--- src/rtl/vend_pkg.sv ---
// Shared key codes, coin values, FSM encodings and price lookup for the vending controller.
package vend_pkg;

    localparam int CW = 8;

    localparam logic [2:0] KEY_NONE    = 3'd0;
    localparam logic [2:0] KEY_CANCEL  = 3'd6;
    localparam logic [2:0] KEY_CONFIRM = 3'd7;

    localparam logic [1:0] COIN_1  = 2'b00;
    localparam logic [1:0] COIN_2  = 2'b01;
    localparam logic [1:0] COIN_5  = 2'b10;
    localparam logic [1:0] COIN_20 = 2'b11;

    localparam logic [1:0] ST_IDLE     = 2'd0;
    localparam logic [1:0] ST_SELECTED = 2'd1;
    localparam logic [1:0] ST_VEND     = 2'd2;
    localparam logic [1:0] ST_REFUND   = 2'd3;

    typedef logic [5:1][CW-1:0] price_tab_t;

    function automatic logic [CW-1:0] coin_value(input logic [1:0] code);
        case (code)
            COIN_1:  return CW'(1);
            COIN_2:  return CW'(2);
            COIN_5:  return CW'(5);
            default: return CW'(20);
        endcase
    endfunction

    // Selection 0 (none) prices at zero; it never reaches VEND.
    function automatic logic [CW-1:0] price_of(input logic [2:0] s, input price_tab_t tab);
        case (s)
            3'd1:    return tab[1];
            3'd2:    return tab[2];
            3'd3:    return tab[3];
            3'd4:    return tab[4];
            3'd5:    return tab[5];
            default: return '0;
        endcase
    endfunction

endpackage

--- src/rtl/vend_controller_key_event_detect.sv ---
// Registers the previous key code and flags a key event on a none-to-key transition.
module key_event_detect
    import vend_pkg::*;
(
    input  logic       clk,
    input  logic       reset,
    input  logic [2:0] kp_out,
    output logic       key_evt,
    output logic [2:0] key_code
);

    logic [2:0] kp_prev;

    always_ff @(posedge clk) begin
        if (!reset) kp_prev <= KEY_NONE;
        else        kp_prev <= kp_out;
    end

    assign key_evt  = (kp_prev == KEY_NONE) && (kp_out != KEY_NONE);
    assign key_code = kp_out;

endmodule

--- src/rtl/vend_controller.sv ---
// One-purchase-at-a-time vending FSM: coins build credit, select/confirm vends, change is paid out.
module vend_controller
    import vend_pkg::*;
#(
    parameter logic [CW-1:0] CREDIT_MAX = 8'd40,
    parameter logic [CW-1:0] PRICE_1    = 8'd5,
    parameter logic [CW-1:0] PRICE_2    = 8'd10,
    parameter logic [CW-1:0] PRICE_3    = 8'd15,
    parameter logic [CW-1:0] PRICE_4    = 8'd20,
    parameter logic [CW-1:0] PRICE_5    = 8'd25
)(
    input  logic          clk,
    input  logic          reset,
    input  logic [2:0]    kp_out,
    input  logic          coin_valid,
    input  logic [1:0]    coin_code,
    output logic [CW-1:0] credit,
    output logic [2:0]    sel,
    output logic          dispense,
    output logic [2:0]    dispense_sel,
    output logic          change_valid,
    output logic [CW-1:0] change_amt,
    output logic          coin_reject,
    output logic          insufficient
);

    localparam price_tab_t PRICES = {PRICE_5, PRICE_4, PRICE_3, PRICE_2, PRICE_1};

    logic [1:0]    state;
    logic          key_evt;
    logic [2:0]    key_code;
    logic [CW:0]   coin_sum;
    logic          coin_ok;
    logic [CW-1:0] credit_in;
    logic [CW-1:0] sel_price;
    logic [CW-1:0] remain;

    key_event_detect u_key (
        .clk      (clk),
        .reset    (reset),
        .kp_out   (kp_out),
        .key_evt  (key_evt),
        .key_code (key_code)
    );

    // Extra bit on the sum keeps a near-ceiling credit from wrapping past the limit check.
    assign coin_sum  = {1'b0, credit} + {1'b0, coin_value(coin_code)};
    assign coin_ok   = coin_valid && (state == ST_IDLE || state == ST_SELECTED)
                       && (coin_sum <= {1'b0, CREDIT_MAX});
    assign credit_in = coin_ok ? coin_sum[CW-1:0] : credit;
    assign sel_price = price_of(sel, PRICES);
    assign remain    = credit - sel_price;

    always_ff @(posedge clk) begin
        if (!reset) begin
            state        <= ST_IDLE;
            credit       <= '0;
            sel          <= '0;
            dispense     <= 1'b0;
            dispense_sel <= '0;
            change_valid <= 1'b0;
            change_amt   <= '0;
            coin_reject  <= 1'b0;
            insufficient <= 1'b0;
        end else begin
            dispense     <= 1'b0;
            dispense_sel <= '0;
            change_valid <= 1'b0;
            change_amt   <= '0;
            insufficient <= 1'b0;
            coin_reject  <= coin_valid && !coin_ok;
            case (state)
                ST_IDLE, ST_SELECTED: begin
                    credit <= credit_in;
                    if (key_evt) begin
                        if (key_code == KEY_CANCEL) begin
                            sel   <= '0;
                            state <= (credit_in != '0) ? ST_REFUND : ST_IDLE;
                        end else if (key_code == KEY_CONFIRM) begin
                            // Price check sees the registered credit, not a coin landing this edge.
                            if (state == ST_SELECTED) begin
                                if (credit >= sel_price) state <= ST_VEND;
                                else                     insufficient <= 1'b1;
                            end
                        end else begin
                            sel   <= key_code;
                            state <= ST_SELECTED;
                        end
                    end
                end
                ST_VEND: begin
                    dispense     <= 1'b1;
                    dispense_sel <= sel;
                    credit       <= remain;
                    sel          <= '0;
                    state        <= (remain != '0) ? ST_REFUND : ST_IDLE;
                end
                ST_REFUND: begin
                    change_valid <= 1'b1;
                    change_amt   <= credit;
                    credit       <= '0;
                    state        <= ST_IDLE;
                end
                default: state <= ST_IDLE;
            endcase
        end
    end

endmodule

--- config.mk ---
export PLATFORM = sky130hd
export DESIGN_NAME = vend_controller
export DESIGN_NICKNAME = d
export VERILOG_FILES = /design/src/rtl/vend_pkg.sv /design/src/rtl/vend_controller_key_event_detect.sv /design/src/rtl/vend_controller.sv
export SDC_FILE = /design/constraint.sdc
export NUM_CORES = 1
export LEC_CHECK = 0
export BUFFER_PORTS_ARGS = -buffer_cell sky130_fd_sc_hd__buf_4
export CAP_MARGIN = 10
export CORE_UTILIZATION = 50
export DETAILED_ROUTE_END_ITERATION = 8
export GPL_TIMING_DRIVEN = 0
export PLACE_DENSITY = 0.7
export SLEW_MARGIN = 20
export SYNTH_ARGS = -nofsm -noshare
export SYNTH_HDL_FRONTEND = slang
export SYNTH_HIERARCHICAL = 1
export SYNTH_SLANG_ARGS = --single-unit
--- constraint.sdc ---
create_clock -name clk -period 3.39 [get_ports clk]
set_input_delay 0.678 -clock clk [delete_from_list [all_inputs] [get_ports clk]]
set_output_delay 0.678 -clock clk [all_outputs]
set_load 0.03 [all_outputs]
==> run metrics, run 1 <==
Vias/cell 5.554; number of H-tree levels 2; run status finished, final reports clean; Antenna diodes 0; Routed WL per cell 14.25 um; number of primary I/O pins 34; Fin. Hold Viols 0; Req. time, crit path 3.56 ns; Post-Synthesis Cell Area 0.001951 mm^2; total DRC errors in the routed layout 0; leading area contributor after synthesis dfxtp_1; Worst R2R Setup Slack 0.23 ns; path class of the lowest-slack min-delay path flip-flop to flip-flop; source-to-sink clock delay at the later pin of the worst-skew pair 0.28 ns; Final GP Congestion 0.8359; initial antenna violation count 0; layout-stage area growth over the synthesis result 23.16%; Inserted Clock Buffers 5; CTS Buffer Depth 2; Die X 64.46 um; Post-Route Setup TNS 0 ns; Critical Path Source Type flip-flop; fin crit share 93.18%; series of cell instances along the critical path inv_1, ha_1, a21oi_2, o21a_1, ha_1, inv_1, fa_1, a211oi_2, nor3b_1, nor3_2, xor2_1, o41a_1, nor2_1, a2111oi_2; ys flop type dfxtp_1; DR vias 1733; routed length on met3 225 um; share of flip-flops with an asynchronous set or reset after synthesis 0%; Port Buffers 33; cell at the root of the clock tree clkbuf_8; remaining global-route overflow 0; power density over the cells 529.9 mW/mm^2; GRT Util Overall 23.79%; Leakage Power 1.046 nW; Largest delay share family, worst path compound AO/OA/AOI/OAI gates; final setup fails 0; minimum hold slack 0.4977 ns; total met2 wirelength after detailed routing 2026 um; CP max stage delay 0.42 ns; data arrival time of the critical path 3.33 ns; post-place setup slack 0.04126 ns; total core area 0.003689 mm^2; proportion of synthesized chip area in sequential cells 31.82%; most frequent cells in the layout buf_4, dfxtp_1, nor2_1, a21oi_1, nand2_1; leading cell type in the layout, fill and taps excluded buf_4; highest signal layer in the routed design met4; post-layout utilization of the core 65.13%; post-synthesis sequential element count 31; number of flops mapped to enable cells by yosys 0; Ys Warns 6; die footprint 0.004155 mm^2; max capacitance violation total 0; fin nets 285; tightest slew margin relative to the limit 56.26%; post-DP HPWL 3406 um; global-route wire length before repair 7638 um; highest ir drop seen on vdd 0.4978 mV; Antenna Nets Post-Route 0; maximum number of pins on one net before global-route repair 11; Worst path slowest cell fa_1; clock sink total 31; buffers and inverters on the worst path 2; Crit Path Category flip-flop to flip-flop; post-layout min period 3.159 ns; category of the worst setup path capture point flip-flop; number of buffers added for setup after CTS 0; Cell Rows 22; area share of the largest cell type after synthesis 31.82%; vias in the first global route 1665; cell count after synthesis 223; Tightest Pin Transition 0.6507 ns; cell types with the largest area share after synthesis dfxtp_1, ha_1, a21oi_1, nor2_1, and2_1; die extent in y 64.46 um; clock-pin slew on the worst setup and hold paths 0.06 ns; Cell variety after synth 61; post-synthesis area per instance 8.747 um^2; Max Fanout on Critical Path 7; Metal-1 WL 2148 um; Routed WL 4446 um; iteration count of the initial detailed-routing pass 4; final worst-path setup slack 0.2311 ns; fraction of final layout cells with drive strength greater than 1 27.65%; max-slew violations 0; starting density of the core 52.88%; f_max 316.6 MHz; First DRT Iteration DRCs 78; CTS tree yes; Final Skew 0.005447 ns; Mapped Nets 245
[synth_stat cells, types with 2 or more instances]
library cell  instances
dfxtp_1              31
nor2_1               22
a21oi_1              18
nand2_1              14
and2_1               12
ha_1                 12
inv_1                11
o21ai_0               8
nor3_1                7
nand3_1               6
a31oi_1               4
clkbuf_1              4
xnor2_1               4
buf_4                 3
nor2b_1               3
xor2_1                3
a2111oi_2             2
a211o_1               2
a211oi_2              2
a21boi_0              2
a311oi_1              2
and3_1                2
buf_6                 2
fa_1                  2
nand2b_1              2
nor3b_1               2
nor4_1                2
nor4bb_1              2
o21a_1                2
o22ai_1               2
o32ai_2               2
or2_2                 2
[worst reg2reg max path: cells and delay by family, from the launching register on]
kind / cells / cell delay, ns
xor gates and xnor gates: 1 / 0.22
adders and majority gates: 3 / 0.91
AOI/OAI and AO/OA: 5 / 1.07
buffers and inverters: 2 / 0.13
DFF: 1 / 0.38
and+or+nand+nor: 3 / 0.35
[logic make-up (layout without fill, tap and decap cells)]
group | Yosys count | after routing | share of synthesized area [%]
compound gates | 61 | 61 | 23.35
buf+inv | 22 | 63 | 6.157
fa+ha+maj | 14 | 14 | 9.750
xor+xnor | 8 | 8 | 3.977
mux | 2 | 2 | 1.283
flops | 31 | 31 | 31.82
simple gates | 85 | 85 | 23.67
[final timing paths]
check / cells after the start / to / start
worst max-delay path: 14 / state[1] / sel[1]
worst min-delay path: 2 / insufficient / state[0]
worst max register to register: 14 / state[1] / sel[1]
worst min register to register: 2 / insufficient / state[0]
[metal layers]
| layer | vias to the layer above | GRT usage [%] |
|---|---|---|
| met5 | - | 0 |
| li1 | 877 | - |
| met2 | 47 | 37.63 |
| met3 | 5 | 4.577 |
| met1 | 804 | 32.75 |
| met4 | 0 | 6.944 |
[power breakdown]
group          leakage (nW)  switching, mW  total [mW]  internal, mW
Sequential            0.254         0.0308       0.415         0.384
Clock                0.0612          0.135       0.372         0.238
Combinational         0.731          0.280       0.486         0.206
[flip-flops by register name (all words and copies together), names as in the netlist]
name,flops
change_valid,1
sel,3
coin_reject,1
credit,8
insufficient,1
dispense,1
dispense_sel,3
u_key/kp_prev,3
state,2
change_amt,8
[timing repair]
item,in CTS,in global routing
setup endpoints to repair,0,2
hold buffers,0,0
resized for setup,0,7
[layout make-up]
type | instances | area, um^2
Fill cell | 358 | 1286
Multi-Input combinational cell | 170 | 1231
Sequential cell | 31 | 625.6
Timing Repair Buffer | 33 | 247.7
Clock buffer | 6 | 82.58
Buffer | 11 | 78.83
Tap cell | 48 | 60.06
Inverter | 11 | 41.29
Clock inverter | 2 | 35.03
[metrics by stage]
step	instances	power, mW	instance area, um^2
6_report	312	1.273	2402
3_3_place_gp	304	0.8853	2258
3_5_place_dp	304	0.8884	2258
4_1_cts	312	1.259	2376
2_1_floorplan	223	0.7749	1951
5_1_grt	312	1.350	2402
Power figures use the tool's default switching activity.
==> run 2: changes to the inputs <==
RECOVER_POWER = 100   (was not set)
==> run metrics, run 2 (synthesis results as in run 1) <==
f_max 316.3 MHz (about the same); number of H-tree levels 2 (unchanged); count of placed standard cells including taps 304 (unchanged); GRT Util Overall 23.79% (unchanged); max capacitance violation total 0 (unchanged); max-slew violations 0 (unchanged); Routed WL 4485 um (+0.88%); vias in the first global route 1665 (unchanged); number of buffers added for setup after CTS 0 (unchanged); combined area of the multi-input logic cells 0.001231 mm^2 (unchanged); CTS tree yes; power consumption 1.262 mW (-0.90%); DR vias 1745 (+0.69%); CTS Buffer Depth 2 (unchanged); reg-to-reg critical path startpoint sel[1]; post-place setup slack 0.04126 ns (unchanged); Cell Rows 22 (unchanged); Max Fanout on Critical Path 7 (unchanged); layout-stage area growth over the synthesis result 18.15%; number of cells in the finished layout apart from fillers 312 (unchanged); clock sink total 31 (unchanged); power density over the cells 547.4 mW/mm^2 (+3.3%); Port Buffers 33 (unchanged); Switching Fraction 35.42% (+0.47 points); Routed WL per cell 14.38 um (+0.88%); Leakage Power 0.9301 nW (-11%); number of primary I/O pins 34 (unchanged); tightest slew margin relative to the limit 56.44% (+0.18 points); global-route wire length before repair 7638 um (unchanged); source-to-sink clock delay at the later pin of the worst-skew pair 0.28 ns (about the same); total core area 0.003689 mm^2 (unchanged); post-layout min period 3.162 ns (+0.002783 ns); final worst-path setup slack 0.2283 ns (-0.002783 ns); Vias/cell 5.593 (+0.69%); number of hold buffers added after CTS 0 (unchanged); Worst R2R Setup Slack 0.23 ns (about the same); die extent in y 64.46 um (unchanged); total DRC errors in the routed layout 0 (unchanged); Req. time, crit path 3.56 ns (about the same); starting density of the core 52.88% (unchanged); highest ir drop seen on vdd 0.4974 mV (about the same); post-DP HPWL 3406 um (unchanged); iteration count of the initial detailed-routing pass 4 (unchanged); Tightest Pin Transition 0.6481 ns (-0.002676 ns); fin nets 285 (unchanged); data arrival time of the critical path 3.33 ns (about the same); initial antenna violation count 0 (unchanged); Comb pwr share 37.5% (-0.6 points); die footprint 0.004155 mm^2 (unchanged); most frequent cells in the layout clkbuf_1, dfxtp_1, nor2_1, a21oi_1, nand2_1; Post-Route Setup TNS 0 ns (unchanged); Worst path slowest cell fa_1; remaining global-route overflow 0 (unchanged); Worst Setup SP sel[1]; sequential cell fraction of total power 32.9% (+0.3 points); startpoint of the worst hold path state[0]; series of cell instances along the critical path inv_1, ha_1, a21oi_2, o21a_1, ha_1, inv_1, fa_1, a211oi_2, nor3b_1, nor3_2, xor2_1, o41a_1, nor2_1, a2111oi_2; category of the worst setup path capture point flip-flop; Inserted Clock Buffers 5 (unchanged); First DRT Iteration DRCs 89 (+14%); Final Skew 0.005947 ns (+0.0004995 ns); path class of the lowest-slack min-delay path flip-flop to flip-flop; Switch Pwr 446.9 uW (+0.43%); CP max stage delay 0.41 ns (about the same); buffers and inverters on the worst path 2 (unchanged); Crit Path Category flip-flop to flip-flop; clock-pin slew on the worst setup and hold paths 0.06 ns (about the same); area occupied by registers 625.6 um^2 (unchanged); cell at the root of the clock tree clkbuf_8; fraction of final layout cells with drive strength greater than 1 17.80% (-9.8 points); run status finished, final reports clean; Fin. Hold Viols 0 (unchanged); Antenna diodes 0 (unchanged); design internal power 814.6 uW (-1.6%); Final GP Congestion 0.8359 (unchanged); share of power burned in the clock network 29.5% (+0.3 points); filler instances 368 (+2.8%); maximum number of pins on one net before global-route repair 11 (unchanged); Critical Path Source Type flip-flop; Antenna Nets Post-Route 0 (unchanged); Largest delay share family, worst path compound AO/OA/AOI/OAI gates; leading cell type in the layout, fill and taps excluded clkbuf_1; final setup fails 0 (unchanged); Die X 64.46 um (unchanged); fin crit share 93.27% (about the same); registers with the most flip-flops change_amt (8), credit (8)
==> run 2: tightest hold or removal path, cell delays in order (launching register included) <==
cell	delay (ns)
dfxtp_1	0.34
nand3_1	0.07
nor3_1	0.04
==> run 2: final cells by class <==
type                            instances  share of cell area (%)
Inverter                               11                   1.792
Clock inverter                          2                   1.520
Sequential cell                        31                   27.14
Multi-Input combinational cell        170                   53.42
Timing Repair Buffer                   33                   6.515
Tap cell                               48                   2.606
Clock buffer                            6                   3.583
Buffer                                 11                   3.420
==> run 2: final timing paths <==
check                  to  cells after the start
max              state[1]                     14
max reg2reg      state[1]                     14
min          insufficient                      2
min reg2reg  insufficient                      2
==> run 2: power by group through the flow <==
stage / logic (mW) / registers [mW] / clock network [mW]
2_1_floorplan: 0.329 / 0.446 / 0
3_3_place_gp: 0.461 / 0.424 / 0
3_5_place_dp: 0.464 / 0.424 / 0
4_1_cts: 0.467 / 0.416 / 0.376
5_1_grt: 0.523 / 0.420 / 0.394
6_report: 0.474 / 0.415 / 0.373
==> run 2: repair_timing <==
| action | in CTS | in global routing |
|---|---|---|
| endpoints found under the setup margin | 0 | 2 |
| endpoints found under the hold margin | 0 | 0 |
| gates resized for setup | 0 | 7 |
==> run 2: layer usage <==
layer	wire length [um]	share of wire, %	GRT usage [%]
met5	0	0	0
met2	2028	45	37.63
met3	262	5.8	4.577
met1	2149	48	32.75
met4	46	1.0	6.944
==> run 2: stage by stage <==
stage	cell area (um^2)	hold WS (ns)	utilization, %
finish	2305	0.4974	62.48
CTS	2376	0.5015	64.42
detailed placement	2258	0.4920	61.23
global route	2305	0.5177	62.48
global placement	2258	0.4912	61.23
floorplan	1951	0.4584	-
